<file path="src/rtl/downstream_req_arbiter_pkg.sv">
// -----------------------------------------------------------------------------
// downstream_req_arbiter_pkg
//
// Shared types for the downstream request arbiter and the cache FSM it feeds.
//   cpu_req_type    : CPU-side request into the cache FSM (addr, data, rw, valid)
//   cpu_result_type : CPU-side result from the cache FSM (data, ready)
//   arb_state_type  : arbiter FSM states ARB -> BUSY -> RESP -> ARB
// -----------------------------------------------------------------------------
package downstream_req_arbiter_pkg;

    typedef struct packed {
        logic [31:0] addr;
        logic [31:0] data;
        logic        rw;     // 1 = write, 0 = read
        logic        valid;
    } cpu_req_type;

    typedef struct packed {
        logic [31:0] data;
        logic        ready;
    } cpu_result_type;

    typedef enum logic [1:0] {
        ARB  = 2'd0,
        BUSY = 2'd1,
        RESP = 2'd2
    } arb_state_type;

endpackage

</file>
<file path="src/rtl/downstream_req_arbiter_if.sv">
// -----------------------------------------------------------------------------
// downstream_req_arbiter_if
//
// Requester-side bundle between the requester fabric and the arbiter.
//   req_valid  [NREQ]       : request pending (driven by requesters)
//   req_rw     [NREQ]       : 1 = write, 0 = read
//   req_addr   [NREQ][32]   : byte address
//   req_data   [NREQ][32]   : write data
//   req_accept [NREQ]       : one-hot accept pulse (driven by arbiter)
//   resp_valid [NREQ]       : one-hot completion pulse (driven by arbiter)
//   resp_data  [32]         : read word, valid with resp_valid, held afterwards
//
// Handshake: a requester raises req_valid[i] with stable rw/addr/data and keeps
// them until req_accept[i] pulses; the arbiter samples the fields in that same
// cycle, so the requester may change or drop them from the next cycle on.
// Dropping req_valid before accept simply withdraws the request. Exactly one
// resp_valid[i] pulse follows every accept unless reset intervenes.
//
// Modports: master = requester fabric, slave = arbiter.
// -----------------------------------------------------------------------------
interface downstream_req_arbiter_if #(
    parameter int NREQ = 4
);

    logic [NREQ-1:0]        req_valid;
    logic [NREQ-1:0]        req_rw;
    logic [NREQ-1:0][31:0]  req_addr;
    logic [NREQ-1:0][31:0]  req_data;
    logic [NREQ-1:0]        req_accept;
    logic [NREQ-1:0]        resp_valid;
    logic [31:0]            resp_data;

    modport master (
        output req_valid, req_rw, req_addr, req_data,
        input  req_accept, resp_valid, resp_data
    );

    modport slave (
        input  req_valid, req_rw, req_addr, req_data,
        output req_accept, resp_valid, resp_data
    );

endinterface

</file>
<file path="src/rtl/downstream_req_arbiter_rr_pick.sv">
// -----------------------------------------------------------------------------
// rr_priority_pick
//
// Combinational round-robin picker: returns the first set bit of req strictly
// after last, wrapping modulo NREQ. The requester equal to last is checked
// last, so a requester that just finished ranks behind everyone else.
//   req   [NREQ] : request vector
//   last  [IDW]  : most recently granted index
//   found        : at least one request set
//   idx   [IDW]  : chosen index (0 when nothing is found)
// -----------------------------------------------------------------------------
module rr_priority_pick #(
    parameter  int NREQ = 4,
    localparam int IDW  = $clog2(NREQ)
) (
    input  logic [NREQ-1:0] req,
    input  logic [IDW-1:0]  last,
    output logic            found,
    output logic [IDW-1:0]  idx
);

    // One extra bit so last + offset cannot overflow before the wrap.
    localparam int CW = IDW + 1;

    logic [CW-1:0] cand;

    always_comb begin
        found = 1'b0;
        idx   = '0;
        cand  = '0;
        for (int i = 1; i <= NREQ; i++) begin
            cand = {1'b0, last} + CW'(i);
            if (cand >= CW'(NREQ)) begin
                cand = cand - CW'(NREQ);
            end
            if (!found && req[cand[IDW-1:0]]) begin
                found = 1'b1;
                idx   = cand[IDW-1:0];
            end
        end
    end

endmodule

</file>
<file path="src/rtl/downstream_req_arbiter.sv">
// -----------------------------------------------------------------------------
// downstream_req_arbiter
//
// Shares the single CPU-side port of the downstream cache FSM among NREQ
// requesters, one transaction at a time, in round-robin order.
//   clk, rst_n   : clock, asynchronous active-low reset. The cache FSM's
//                  synchronous active-high rst is driven from ~rst_n at the
//                  level above so both sides reset together.
//   req_if       : requester bundle (slave side)
//   cache_req    : request to the cache FSM cpu_req; fields come only from
//                  the hold register, valid only in BUSY
//   cache_res    : result from the cache FSM cpu_res
//   grant_id     : current or most recent owner
//   busy         : transaction in flight (BUSY or RESP)
//   err_timeout  : sticky, set once a transaction has waited TIMEOUT cycles
//   dbg_state    : FSM state for observation
//
// Hit timing: accept (ARB) -> valid (BUSY) -> ready (BUSY) -> resp (RESP).
// RESP always drives valid low for one cycle, so the cache FSM sees an idle
// cycle after every ready and never starts an unowned transaction.
// -----------------------------------------------------------------------------
module downstream_req_arbiter
    import downstream_req_arbiter_pkg::*;
#(
    parameter  int NREQ    = 4,
    parameter  int TIMEOUT = 255,
    localparam int IDW     = $clog2(NREQ)
) (
    input  logic                       clk,
    input  logic                       rst_n,
    downstream_req_arbiter_if.slave    req_if,
    output cpu_req_type                cache_req,
    input  cpu_result_type             cache_res,
    output logic [IDW-1:0]             grant_id,
    output logic                       busy,
    output logic                       err_timeout,
    output arb_state_type              dbg_state
);

    localparam int CNTW = $clog2(TIMEOUT + 1);

    arb_state_type   state_q, state_d;

    logic            pick_found;
    logic [IDW-1:0]  pick_idx;

    logic [IDW-1:0]  last_grant_q;
    logic [IDW-1:0]  grant_id_q;
    logic [31:0]     hold_addr_q;
    logic [31:0]     hold_data_q;
    logic            hold_rw_q;
    logic [CNTW-1:0] cnt_q;
    logic [CNTW-1:0] cnt_inc;
    logic            err_q;
    logic [31:0]     resp_data_q;

    logic            accept_fire;
    logic            resp_capture;
    logic [NREQ-1:0] accept_vec;

    rr_priority_pick #(
        .NREQ (NREQ)
    ) u_pick (
        .req   (req_if.req_valid),
        .last  (last_grant_q),
        .found (pick_found),
        .idx   (pick_idx)
    );

    // Next-state and strobes
    always_comb begin
        state_d      = state_q;
        accept_vec   = '0;
        accept_fire  = 1'b0;
        resp_capture = 1'b0;
        unique case (state_q)
            ARB: begin
                if (pick_found) begin
                    accept_vec  = NREQ'(1) << pick_idx;
                    accept_fire = 1'b1;
                    state_d     = BUSY;
                end
            end
            BUSY: begin
                if (cache_res.ready) begin
                    resp_capture = 1'b1;
                    state_d      = RESP;
                end
            end
            RESP: begin
                state_d = ARB;
            end
            default: begin
                state_d = ARB;
            end
        endcase
    end

    always_ff @(posedge clk or negedge rst_n) begin
        if (!rst_n) begin
            state_q <= ARB;
        end else begin
            state_q <= state_d;
        end
    end

    assign cnt_inc = cnt_q + 1'b1;

    // Hold register, grant bookkeeping, wait counter and response data.
    // The counter saturates at TIMEOUT; the transaction keeps waiting.
    always_ff @(posedge clk or negedge rst_n) begin
        if (!rst_n) begin
            last_grant_q <= IDW'(NREQ - 1);
            grant_id_q   <= '0;
            hold_addr_q  <= '0;
            hold_data_q  <= '0;
            hold_rw_q    <= 1'b0;
            cnt_q        <= '0;
            err_q        <= 1'b0;
            resp_data_q  <= '0;
        end else begin
            if (accept_fire) begin
                hold_addr_q  <= req_if.req_addr[pick_idx];
                hold_data_q  <= req_if.req_data[pick_idx];
                hold_rw_q    <= req_if.req_rw[pick_idx];
                last_grant_q <= pick_idx;
                grant_id_q   <= pick_idx;
                cnt_q        <= '0;
            end else if ((state_q == BUSY) && !cache_res.ready &&
                         (cnt_q != CNTW'(TIMEOUT))) begin
                cnt_q <= cnt_inc;
                if (cnt_inc == CNTW'(TIMEOUT)) begin
                    err_q <= 1'b1;
                end
            end
            if (resp_capture) begin
                resp_data_q <= cache_res.data;
            end
        end
    end

    assign cache_req.addr  = hold_addr_q;
    assign cache_req.data  = hold_data_q;
    assign cache_req.rw    = hold_rw_q;
    assign cache_req.valid = (state_q == BUSY);

    assign req_if.req_accept = accept_vec;
    assign req_if.resp_valid = (state_q == RESP) ? (NREQ'(1) << grant_id_q) : '0;
    assign req_if.resp_data  = resp_data_q;

    assign grant_id    = grant_id_q;
    assign busy        = (state_q != ARB);
    assign err_timeout = err_q;
    assign dbg_state   = state_q;

endmodule

</file>
<file path="src/flat_wrapper.sv">
// flat-port wrapper written by rule: the top's interface ports become plain ports
module downstream_req_arbiter_flat import downstream_req_arbiter_pkg::*;
#(
    parameter  int NREQ    = 4,
    parameter  int TIMEOUT = 255,
    localparam int IDW     = $clog2(NREQ)
)
  (clk, rst_n, cache_req, cache_res, grant_id, busy, err_timeout, dbg_state, req_if_req_valid, req_if_req_rw, req_if_req_addr, req_if_req_data, req_if_req_accept, req_if_resp_valid, req_if_resp_data);
  downstream_req_arbiter_if #(.NREQ(NREQ)) req_if_i ();
  input  logic clk;
  input  logic rst_n;
  output cpu_req_type cache_req;
  input  cpu_result_type cache_res;
  output logic [IDW-1:0] grant_id;
  output logic busy;
  output logic err_timeout;
  output arb_state_type dbg_state;
  input wire logic [$bits(req_if_i.req_valid)-1:0] req_if_req_valid;
  input wire logic [$bits(req_if_i.req_rw)-1:0] req_if_req_rw;
  input wire logic [$bits(req_if_i.req_addr)-1:0] req_if_req_addr;
  input wire logic [$bits(req_if_i.req_data)-1:0] req_if_req_data;
  output wire logic [$bits(req_if_i.req_accept)-1:0] req_if_req_accept;
  output wire logic [$bits(req_if_i.resp_valid)-1:0] req_if_resp_valid;
  output wire logic [$bits(req_if_i.resp_data)-1:0] req_if_resp_data;
  assign req_if_i.req_valid = req_if_req_valid;
  assign req_if_i.req_rw = req_if_req_rw;
  assign req_if_i.req_addr = req_if_req_addr;
  assign req_if_i.req_data = req_if_req_data;
  assign req_if_req_accept = req_if_i.req_accept;
  assign req_if_resp_valid = req_if_i.resp_valid;
  assign req_if_resp_data = req_if_i.resp_data;
  downstream_req_arbiter #(.NREQ(NREQ), .TIMEOUT(TIMEOUT)) u_core (.clk(clk), .rst_n(rst_n), .req_if(req_if_i), .cache_req(cache_req), .cache_res(cache_res), .grant_id(grant_id), .busy(busy), .err_timeout(err_timeout), .dbg_state(dbg_state));
endmodule
</file>
<file path="config.mk">
export PLATFORM = sky130hd
export DESIGN_NAME = downstream_req_arbiter_flat
export DESIGN_NICKNAME = d
export VERILOG_FILES = /design/src/rtl/downstream_req_arbiter_pkg.sv /design/src/rtl/downstream_req_arbiter_if.sv /design/src/rtl/downstream_req_arbiter_rr_pick.sv /design/src/rtl/downstream_req_arbiter.sv /design/src/flat_wrapper.sv
export SDC_FILE = /design/constraint.sdc
export NUM_CORES = 1
export LEC_CHECK = 0
export CORE_AREA = 2 2 158 160
export CTS_CLUSTER_SIZE = 40
export DETAILED_ROUTE_END_ITERATION = 7
export DIE_AREA = 0 0 160 162
export PLACE_DENSITY = 0.68
export SLEW_MARGIN = 10
export SYNTH_ARGS = -nofsm -noshare
export SYNTH_HDL_FRONTEND = slang
export SYNTH_SLANG_ARGS = --single-unit
</file>
<file path="constraint.sdc">
create_clock -name clk -period 2.28 [get_ports clk]
set_input_delay 0.57 -clock clk [delete_from_list [all_inputs] [get_ports clk]]
set_output_delay 0.57 -clock clk [all_outputs]
set_load 0.02 [all_outputs]
</file>
==> impl_metrics.json <==
{
  "outcome": "finished, violations left",
  "violations": "negative setup slack",
  "synth_top_cell_by_area": "dfrtp_1",
  "fp-row-count": 57,
  "tritoncts": "yes",
  "cts_sinks": 112,
  "core_area_um2": 24100,
  "postSynthAreaPerCell_um2": 15.4,
  "worstPathArrival_ns": 2.73,
  "critPathBufInv": 3,
  "place_congestion": 0.807,
  "ys_seq_elements": 112,
  "numCtsBuffers": 9,
  "ant_nets": 0,
  "power_uw": 14200,
  "cp_top_family": "multiplexers",
  "nNetsFinal": 1155,
  "max_cap_violations": 0,
  "fin_crit_sh": 1.09,
  "ys_seq_area_frac": 0.449,
  "synthCells": 407,
  "peakVddDrop_v": 0.000608,
  "cts_hold_buf": 0,
  "max_stage_delay_ns": 0.58,
  "crit_chain": "mux2i_4, o21ai_4, buf_6, nor2_4, buf_12, buf_16, mux4_2, mux2_2",
  "p_seq_frac": 0.251,
  "sw_frac_of_total": 0.366,
  "rsz0062_at_grt": "yes",
  "cts.htree.levels": 3,
  "io_buffers": 410,
  "rr_endpoint": "u_core.hold_data_q[9]",
  "drive_above_1_share": 0.302,
  "dp_hpwl_um": 18100,
  "synthesis.nets": 708,
  "fillers": 2230,
  "first_iter_violations": 198,
  "yosys.cell_types.count": 52,
  "dr.pass1.iters": 6,
  "maxSlewViolCount": 0,
  "max_clock_freq_mhz": 403,
  "syn_area_um2": 6250,
  "drc": 0,
  "setup_ws_ns": -0.204,
  "grt_overflow_total": 0,
  "synth_ff_type": "dfrtp_1",
  "worst_setup_path_end_kind": "register",
  "start_kind": "register",
  "die_w_um": 160,
  "gr-usage-all-layers": 0.176,
  "critPathKind": "reg -> reg",
  "dpl.cell_count": 1153,
  "r2r-start": "u_core.last_grant_q[1]",
  "grt_max_degree": 46,
  "vias": 5507,
  "rrSetupSlack_ns": -0.20,
  "dieArea_um2": 25900,
  "worst_path_max_delay_cell": "dfstp_2",
  "power_leakage_uw": 0.00467,
  "worstPathMaxFanout": 7,
  "synth_top_area_frac": 0.440,
  "gr-usage-met2": 0.312,
  "relSlewSlack": 0.578,
  "period_minus_slack_ns": 2.48,
  "areaGrowthSynthToFinish_pct": 86.5,
  "synth-edff-count": 0,
  "worst_clock_skew_ns": 0.0106,
  "use_met3": 0.0467,
  "yosys.cell_count.top_type": "dfrtp_1",
  "clockPowerShare": 0.114,
  "hold_viol_final": 0,
  "cp.depth": 8,
  "start_util": 0.259,
  "p_int_uw": 9010,
  "multi_input_area_um2": 3420,
  "grt_pass1_vias": 6022,
  "wl_per_cell_um": 19.4,
  "cp.required_ns": 2.53,
  "fin_cells": 1184,
  "power_density_nw_per_um2": 1220,
  "synthTopCellsByArea": "dfrtp_1 (44%), mux4_2 (23%), mux2_2 (13%)",
  "p_sw_uw": 5200,
  "clock_latency_ns": 0.36,
  "rr_worst_depth": 8,
  "async_flop_share": 1.00,
  "cts_root_buf": "clkbuf_16",
  "regArea_um2": 2810,
  "pwr-share-comb": 0.634,
  "min_path_type": "in -> async",
  "synth_commonest_cells": "dfrtp_1 (110), mux2_2 (74), mux4_2 (63), mux2_4 (21), nor2_1 (17)",
  "clk_pin_slew_ns": 0.08,
  "clock_path_buffers": 2,
  "setup_violations": 67,
  "grt.met1_usage": 0.206,
  "antenna_found_initial": 3,
  "yosys_warnings": 0,
  "finalWirelength_um": 22900,
  "io-pin-count": 411,
  "grt_pass1_wl_um": 34800,
  "via_per_inst": 4.65,
  "grt.busiest_layer": "met2",
  "worst_pin_slew_ns": 0.633,
  "die-height_um": 162
}
worst max path at each step:
| stage | start | endpoint | slack (ns) |
|---|---|---|---|
| global placement | req_if_req_valid[0] | req_if_req_accept[2] | -0.83 |
| CTS | u_core.last_grant_q[1] | u_core.hold_addr_q[17] | -0.23 |
| detailed placement | req_if_req_valid[0] | req_if_req_accept[2] | -0.87 |
| finish | u_core.last_grant_q[1] | u_core.hold_data_q[9] | -0.20 |
| global route | u_core.last_grant_q[1] | u_core.hold_data_q[9] | -0.29 |
| floorplan | u_core.last_grant_q[1] | req_if_req_accept[0] | -0.04 |
final cells by class:
class,instances,area share
timing repair buffer,464,0.405
multi-input combinational,263,0.293
sequential,112,0.241
tap,324,0.0348
clock buffer,10,0.0205
clock inverter,6,0.00483
inverter,4,0.00129
antenna,1,0.000215
state kept, by name (all words and copies together) (netlist names):
name / count
u_core.dbg_state: 2
u_core.last_grant_q: 2
u_core.cnt_q: 8
u_core.hold_addr_q: 32
u_core.hold_data_q: 32
u_core.grant_id: 2
u_core.req_if.resp_data: 32
u_core.err_timeout: 1
u_core.hold_rw_q: 1
what timing repair did:
action | in CTS | in global routing
endpoints found under the setup margin | 74 | 68
pin swaps | 5 | 4
gates cloned | 2 | 1
buffers inserted | 9 | 3
resized for setup | 63 | 35
metal layers:
layer	up-vias	wire (µm)
met2	240	12000
li1	2463	-
met4	2	464
met1	2775	8740
met3	27	1660
met5	-	12
placed cells by master, fill, tap and decap left out, types with 3 or more instances in the layout:
cell type        instances
dfrtp_1                110
o21ai_0                  4
nor2_4                   4
dlygate4sd2_1            8
nor3b_1                  3
buf_6                   11
mux2_4                  45
buf_12                   7
xor2_1                   5
buf_4                   31
nor2b_1                  4
buf_8                    7
nand3_1                  4
inv_1                    4
nand2b_1                 7
clkbuf_16               10
mux2_2                  50
nor2_1                  12
mux4_2                  63
xnor2_1                  3
clkdlybuf4s50_1        396
nand2_1                 12
power by group through the flow:
stage	Clock [µW]	Sequential, µW	Combinational [µW]
after floorplan	0	4650	3740
after global placement	0	3550	8370
after detailed placement	0	3580	8420
after CTS	1690	3570	8850
after global routing	1760	3720	9520
final	1620	3570	9010
metrics by stage:
| step | setup WS, ns | util | cell area [µm²] | setup TNS, ns | hold slack, ns |
|---|---|---|---|---|---|
| 2_1_floorplan | -0.0388 | - | 6300 | -0.114 | 0.274 |
| 3_3_place_gp | -0.828 | 0.456 | 11000 | -49.99 | 0.486 |
| 3_5_place_dp | -0.875 | 0.456 | 11000 | -50.95 | 0.488 |
| 4_1_cts | -0.229 | 0.478 | 11500 | -12.34 | 0.0909 |
| 5_1_grt | -0.291 | 0.484 | 11700 | -16.34 | 0.0992 |
| 6_report | -0.204 | 0.484 | 11700 | -10.30 | 0.0956 |
cell families after synthesis:
kind of cell / count (synthesis) / share of synthesized area
AOI/OAI and AO/OA: 28 / 0.0346
xor gates and xnor gates: 8 / 0.0112
adders and majority gates: 2 / 0.00400
buffers and inverters: 32 / 0.0350
DFF: 112 / 0.449
muxes: 159 / 0.412
and+or+nand+nor: 66 / 0.0542
No activity file was read; power rests on OpenSTA's default activity.
